File: src/rtl/cntrl_pkg.sv
// -----------------------------------------------------------------------------
// cntrl_pkg
//   Shared definitions for the multi-cycle control sequencer:
//     - one-hot state bit indices, state width and the one-hot state enum
//     - instruction class encodings as decoded upstream
//     - helper that derives the wait-timer width from the timeout limit
//   No ports; imported by cntrl_wait_timer and cntrl_sequencer.
// -----------------------------------------------------------------------------
package cntrl_pkg;

  localparam int STATE_W  = 8;

  localparam int IDX_PC   = 0;
  localparam int IDX_IF   = 1;
  localparam int IDX_DEC  = 2;
  localparam int IDX_RF   = 3;
  localparam int IDX_ALU  = 4;
  localparam int IDX_DMEM = 5;
  localparam int IDX_WB   = 6;
  localparam int IDX_ERR  = 7;

  typedef enum logic [STATE_W-1:0] {
    ST_PC   = 8'b0000_0001,
    ST_IF   = 8'b0000_0010,
    ST_DEC  = 8'b0000_0100,
    ST_RF   = 8'b0000_1000,
    ST_ALU  = 8'b0001_0000,
    ST_DMEM = 8'b0010_0000,
    ST_WB   = 8'b0100_0000,
    ST_ERR  = 8'b1000_0000
  } state_t;

  typedef enum logic [1:0] {
    IC_ALU    = 2'd0,
    IC_LOAD   = 2'd1,
    IC_STORE  = 2'd2,
    IC_BRANCH = 2'd3
  } iclass_t;

  // Wait timer must hold values 0..timeout_cyc; never narrower than one bit
  // so a disabled timeout (0) still yields a legal vector.
  function automatic int wait_timer_width(input int timeout_cyc);
    int w;
    w = $clog2(timeout_cyc + 1);
    return (w < 1) ? 1 : w;
  endfunction

endpackage

File: src/rtl/cntrl_wait_timer.sv
// -----------------------------------------------------------------------------
// cntrl_wait_timer
//   Counts memory-phase wait cycles and flags when the count has reached the
//   timeout limit. The sequencer clears it whenever it is outside IF/DMEM, so
//   each memory phase starts counting from zero.
//
//   Parameters:
//     TIMEOUT_CYC  wait-cycle limit; 0 disables the timeout (expired stays 0)
//   Ports:
//     clk      in   rising-edge clock
//     I_reset  in   synchronous active-high reset
//     clear    in   force count to zero
//     inc      in   advance count by one (saturating)
//     expired  out  count equals TIMEOUT_CYC
// -----------------------------------------------------------------------------
module cntrl_wait_timer
  import cntrl_pkg::*;
#(
  parameter int TIMEOUT_CYC = 16
) (
  input  logic clk,
  input  logic I_reset,
  input  logic clear,
  input  logic inc,
  output logic expired
);

  localparam int               TMR_W = wait_timer_width(TIMEOUT_CYC);
  localparam logic [TMR_W-1:0] LIMIT = TMR_W'(TIMEOUT_CYC);
  localparam logic [TMR_W-1:0] TMAX  = {TMR_W{1'b1}};

  logic [TMR_W-1:0] count;

  // Clear has priority over increment; saturation keeps a disabled timeout
  // from wrapping during an arbitrarily long wait.
  always_ff @(posedge clk) begin
    if (I_reset || clear) begin
      count <= '0;
    end else if (inc && (count != TMAX)) begin
      count <= count + TMR_W'(1);
    end
  end

  generate
    if (TIMEOUT_CYC == 0) begin : g_no_timeout
      assign expired = 1'b0;
    end else begin : g_timeout
      assign expired = (count == LIMIT);
    end
  endgenerate

endmodule

File: src/rtl/cntrl_sequencer.sv
// -----------------------------------------------------------------------------
// cntrl_sequencer
//   Multi-cycle control sequencer for the 32-bit core. Walks the one-hot phase
//   sequence PC -> IF -> DEC -> RF -> ALU -> {WB | DMEM | PC}, with the path
//   after ALU chosen by the instruction class latched in DEC. Memory phases
//   (IF, DMEM) wait for I_mem_ready and trap into ERR on timeout. A global
//   stall freezes the sequence; ERR is left only through reset.
//
//   Optional build macro: CNTRL_PERF_EN
//     defined   -> retired-instruction and stall/wait-cycle counters are built
//     undefined -> O_retired / O_stall_cyc are tied to zero, no counter flops
//
//   Parameters:
//     CNT_W        performance counter width
//     TIMEOUT_CYC  memory wait limit before trap; 0 disables the trap
//   Ports:
//     clk          in   rising-edge clock
//     I_reset      in   synchronous active-high reset
//     I_iclass     in   instruction class (0 ALU, 1 LOAD, 2 STORE, 3 BRANCH)
//     I_mem_ready  in   memory handshake for IF / DMEM
//     I_stall      in   global freeze
//     O_enpc .. O_enwb  out  per-unit enables (state gated by ~I_stall)
//     O_memwe      out  data-memory write strobe (STORE in DMEM)
//     O_state      out  current one-hot state
//     O_busy       out  high outside PC and ERR
//     O_err        out  sticky timeout trap flag
//     O_retired    out  retired instruction count (saturating)
//     O_stall_cyc  out  stalled / waiting cycle count (saturating)
// -----------------------------------------------------------------------------
module cntrl_sequencer
  import cntrl_pkg::*;
#(
  parameter int CNT_W       = 32,
  parameter int TIMEOUT_CYC = 16
) (
  input  logic               clk,
  input  logic               I_reset,
  input  logic [1:0]         I_iclass,
  input  logic               I_mem_ready,
  input  logic               I_stall,
  output logic               O_enpc,
  output logic               O_enmem,
  output logic               O_endec,
  output logic               O_enrg,
  output logic               O_enalu,
  output logic               O_enwb,
  output logic               O_memwe,
  output logic [STATE_W-1:0] O_state,
  output logic               O_busy,
  output logic               O_err,
  output logic [CNT_W-1:0]   O_retired,
  output logic [CNT_W-1:0]   O_stall_cyc
);

  state_t  state_q;
  iclass_t class_q;
  logic    err_q;
  logic    in_wait;
  logic    tmr_inc;
  logic    expired;

  assign in_wait = (state_q == ST_IF) || (state_q == ST_DMEM);
  assign tmr_inc = in_wait && !I_mem_ready && !I_stall;

  // Held clear outside the memory phases, so entry to IF/DMEM sees zero.
  cntrl_wait_timer #(
    .TIMEOUT_CYC (TIMEOUT_CYC)
  ) u_wait_timer (
    .clk     (clk),
    .I_reset (I_reset),
    .clear   (!in_wait),
    .inc     (tmr_inc),
    .expired (expired)
  );

  // Phase sequencing. Stall freezes everything except ERR (which is frozen
  // anyway). In memory phases ready is checked before expiry so a late ready
  // still completes the phase. The class is latched only on the cycle DEC
  // actually advances; anything not one-hot falls back to PC.
  always_ff @(posedge clk) begin
    if (I_reset) begin
      state_q <= ST_PC;
      class_q <= IC_ALU;
      err_q   <= 1'b0;
    end else begin
      case (state_q)
        ST_PC: begin
          if (!I_stall) state_q <= ST_IF;
        end
        ST_IF: begin
          if (!I_stall) begin
            if (I_mem_ready) begin
              state_q <= ST_DEC;
            end else if (expired) begin
              state_q <= ST_ERR;
              err_q   <= 1'b1;
            end
          end
        end
        ST_DEC: begin
          if (!I_stall) begin
            class_q <= iclass_t'(I_iclass);
            state_q <= ST_RF;
          end
        end
        ST_RF: begin
          if (!I_stall) state_q <= ST_ALU;
        end
        ST_ALU: begin
          if (!I_stall) begin
            case (class_q)
              IC_ALU:            state_q <= ST_WB;
              IC_LOAD, IC_STORE: state_q <= ST_DMEM;
              default:           state_q <= ST_PC;
            endcase
          end
        end
        ST_DMEM: begin
          if (!I_stall) begin
            if (I_mem_ready) begin
              state_q <= (class_q == IC_STORE) ? ST_PC : ST_WB;
            end else if (expired) begin
              state_q <= ST_ERR;
              err_q   <= 1'b1;
            end
          end
        end
        ST_WB: begin
          if (!I_stall) state_q <= ST_PC;
        end
        ST_ERR: begin
          state_q <= ST_ERR;
        end
        default: begin
          state_q <= ST_PC;
        end
      endcase
    end
  end

  assign O_state = state_q;
  assign O_err   = err_q;
  assign O_busy  = !(state_q[IDX_PC] || state_q[IDX_ERR]);

  assign O_enpc  = state_q[IDX_PC]  & ~I_stall;
  assign O_enmem = (state_q[IDX_IF] | state_q[IDX_DMEM]) & ~I_stall;
  assign O_endec = state_q[IDX_DEC] & ~I_stall;
  assign O_enrg  = state_q[IDX_RF]  & ~I_stall;
  assign O_enalu = state_q[IDX_ALU] & ~I_stall;
  assign O_enwb  = state_q[IDX_WB]  & ~I_stall;

  // The write strobe is frozen with the rest of the datapath so a stalled
  // DMEM cycle cannot issue a duplicate store.
  assign O_memwe = state_q[IDX_DMEM] & (class_q == IC_STORE) & ~I_stall;

`ifdef CNTRL_PERF_EN
  localparam logic [CNT_W-1:0] CMAX = {CNT_W{1'b1}};

  logic             retire_evt;
  logic             stall_evt;
  logic [CNT_W-1:0] retired_q;
  logic [CNT_W-1:0] stall_cyc_q;

  // A retire is any non-stalled edge that lands in PC from a final phase.
  assign retire_evt = !I_stall &&
                      ((state_q == ST_WB) ||
                       ((state_q == ST_DMEM) && I_mem_ready && (class_q == IC_STORE)) ||
                       ((state_q == ST_ALU) && (class_q == IC_BRANCH)));

  assign stall_evt  = I_stall || (in_wait && !I_mem_ready);

  // Both counters stick at all-ones instead of wrapping.
  always_ff @(posedge clk) begin
    if (I_reset) begin
      retired_q   <= '0;
      stall_cyc_q <= '0;
    end else begin
      if (retire_evt && (retired_q != CMAX)) retired_q <= retired_q + CNT_W'(1);
      if (stall_evt && (stall_cyc_q != CMAX)) stall_cyc_q <= stall_cyc_q + CNT_W'(1);
    end
  end

  assign O_retired   = retired_q;
  assign O_stall_cyc = stall_cyc_q;
`else
  assign O_retired   = '0;
  assign O_stall_cyc = '0;
`endif

endmodule

File: config.mk
export PLATFORM = sky130hd
export DESIGN_NAME = cntrl_sequencer
export DESIGN_NICKNAME = d
export VERILOG_FILES = /design/src/rtl/cntrl_pkg.sv /design/src/rtl/cntrl_wait_timer.sv /design/src/rtl/cntrl_sequencer.sv
export SDC_FILE = /design/constraint.sdc
export NUM_CORES = 1
export LEC_CHECK = 0
export CAP_MARGIN = 20
export CORE_UTILIZATION = 39
export CTS_CLUSTER_SIZE = 10
export DETAILED_ROUTE_END_ITERATION = 8
export PLACE_DENSITY = 0.85
export SLEW_MARGIN = 30
export SYNTH_ARGS = -nofsm -noshare
export SYNTH_HDL_FRONTEND = slang
export SYNTH_SLANG_ARGS = --single-unit
File: constraint.sdc
create_clock -name clk -period 2.3 [get_ports clk]
set_input_delay 0.46 -clock clk [delete_from_list [all_inputs] [get_ports clk]]
set_output_delay 0.46 -clock clk [all_outputs]
set_load 0.1 [all_outputs]
==> impl_metrics.toml, run 1 <==
[clock_tree]
cts.repair.resized = 0
cts_setup_buffers = 0
cts-hold-fix-buffers = 0
cts_sinks = 16
clk_latency_ns = 0.25
ctsRootBufferMaster = "clkbuf_8"
path_clk_slew_ns = 0.06
cts_buffer_depth = 2
cts_buffers = 3
cts_tree = "done"
htreeDepth = 1

[synthesis]
synth_top_flop_cell = "dfxtp_1"
synth.distinct_cells = 46
ys_warn_count = 0
synth_cells = 185
synthAdderAreaFrac_pct = 4.85
muxShareOfSynthArea_pct = 3.24
synth_top_family_by_area = "buffers and inverters"
synthSimpleGateAreaFrac_pct = 19.0
synth_compound_gate_area_share_pct = 14.7
synth_xor_area_share_pct = 2.27
async_flop_share_pct = 0
synth_edf_count = 0
ys_seq_elements = 16
syn_area_um2 = 1550
yosysSeqAreaShare_pct = 20.7
synth.avg_cell_area_um2 = 8.36

[power_and_ir_drop]
p_comb_share_pct = 56.2
power.density_nw_per_um2 = 653
fin_total_pwr_uw = 1140
power.leakage_uw = 0.000748
p_int_uw = 462
switchingPower_uw = 680
power_frac_clock_pct = 18.5
vdd_ir_drop_max_mv = 0.307
switching_share_pct = 59.5
p_seq_share_pct = 25.3

[place]
place_inst = 254
preCtsSetupSlack_ns = 0.158
io_buffers = 22
hpwl_mm = 2.09
routabilityCongestion = 0.844

[flow_run]
drv_cap = 0

[timing]
drv_slew = 0
rsz0062_at_grt = "no"
layout_setup_ws_ns = 0.158
hold_viol_final = 0
setup_violations = 0
fmax_ghz = 0.467
post-route-min-period_ns = 2.14
fin_crit_sh_pct = 93.1
fin_tns_setup_ns = 0
fin_skew_ns = 0.00277

[floorplan]
floorplan.initialDensity_pct = 41.3
io_pins = 87
dieHeight_um = 65.0
num_rows = 22
core-area_um2 = 3740
dieWidth_um = 65.0
die_area_um2 = 4220

[setup_path]
cp-end-kind = "flop"
critical_path_arrival_ns = 2.28
cp-start-kind = "flop"
critPathKind = "flop to flop"
required_ns = 2.44
path_max_fanout = 9

[final_layout]
final_common_cell = "conb_1"
drive_gt1_share_pct = 23.4
nNetsFinal = 223
stdcell_count = 257
n_antenna_cell = 0
area_delta_synth_final_pct = 13.2
layout_common_cells = "64 x conb_1, 20 x nor2_1, 16 x buf_4"

[grt]
grt_pass1_wl_mm = 4.17
grt_overflow = 0
grt_usage_pct = 12.7
grt_pass1_vias = 956
antenna_found_initial = 0
grt_max_degree = 11

[drt]
totalWireLength_mm = 2.63
drcViolationCount = 0
routed-via-count = 1162
wl_per_cell_um = 10.2
initialDrtViolationCount = 30
viasPerCell = 4.52
ant_nets = 0
dr.pass1.iters = 4

[status]
status = "finished clean"

[hold_path]
worstHoldPathType = "flop to flop"
==> cell usage after synthesis, types with 2 or more instances <==
cell,n,area (µm²)
buf_4,64,480
nor2_1,22,82.6
dfxtp_1,16,320
ha_1,6,75.1
inv_1,5,18.8
mux2i_1,5,50.1
nor2b_1,5,31.3
a21oi_1,4,20.0
clkbuf_1,4,15.0
o2bb2ai_1,4,35.0
xnor2_1,4,35.0
and3_1,3,18.8
nand2_1,3,11.3
a211oi_1,2,15.0
and2_1,2,12.5
buf_6,2,22.5
nand3_1,2,10.0
nand3b_1,2,15.0
o21a_1,2,15.0
or4b_1,2,20.0
==> critical path, stage by stage (launching register included) <==
cell       delay [ns]
dfxtp_2          0.36
or4b_1           0.58
or2_0            0.34
buf_4            0.21
a2111oi_4        0.34
xnor2_1          0.16
nor2_1           0.05
==> stage by stage <==
step | cell area [µm²] | utilization [%] | hold WS (ns)
after floorplan | 1840 | - | 0.481
after global placement | 1710 | 45.7 | 0.471
after detailed placement | 1710 | 45.7 | 0.477
after CTS | 1750 | 46.8 | 0.496
after global routing | 1750 | 46.8 | 0.533
final | 1750 | 46.8 | 0.494
==> per-layer routing <==
metal  track usage, %  wire [µm]  part of all wire, %
met5                0          0                    0
met4             5.00         39                  1.5
met3             2.46        198                  7.5
met2             21.1       1270                   48
met1             15.9       1130                   43
==> logic make-up after synthesis <==
group	after synthesis
flops	16
xor+xnor	4
mux	5
other cells	1
fa+ha+maj	6
compound gates	25
simple gates	52
buf+inv	76
==> final timing paths <==
kind	from	endpoint	slack [ns]	depth (start not counted)
max	O_state[2]	u_wait_timer.count[3]	0.16	6
min reg2reg	O_err	O_err	0.49	2
min	O_err	O_err	0.49	2
max reg2reg	O_state[2]	u_wait_timer.count[3]	0.16	6
==> final cells by class <==
| type | instances | area (µm²) |
|---|---|---|
| tap | 48 | 60.1 |
| inverter | 5 | 18.8 |
| clock buffer | 3 | 41.3 |
| multi-input combinational | 156 | 970 |
| timing repair buffer | 29 | 330 |
| sequential | 16 | 330 |
| fill | 371 | 1990 |
==> sequential cells by signal (all words and copies together), names as in the netlist <==
| signal | cells |
|---|---|
| u_wait_timer.count | 5 |
| O_err | 1 |
| class_q | 2 |
| O_state | 8 |
==> power by group through the flow <==
stage | Sequential [µW] | Combinational (µW) | Clock, µW
2_1_floorplan | 325 | 649 | 0
5_1_grt | 290 | 657 | 229
4_1_cts | 289 | 640 | 217
3_5_place_dp | 295 | 640 | 0
6_report | 289 | 642 | 211
3_3_place_gp | 295 | 638 | 0
Power figures use the tool's default switching activity.
==> inputs of run 2 (changes only) <==
HOLD_SLACK_MARGIN = 0.08   (was not set)
==> results of run 2 <==
No change in the layout: final DEF, timing and power equal those of run 1.
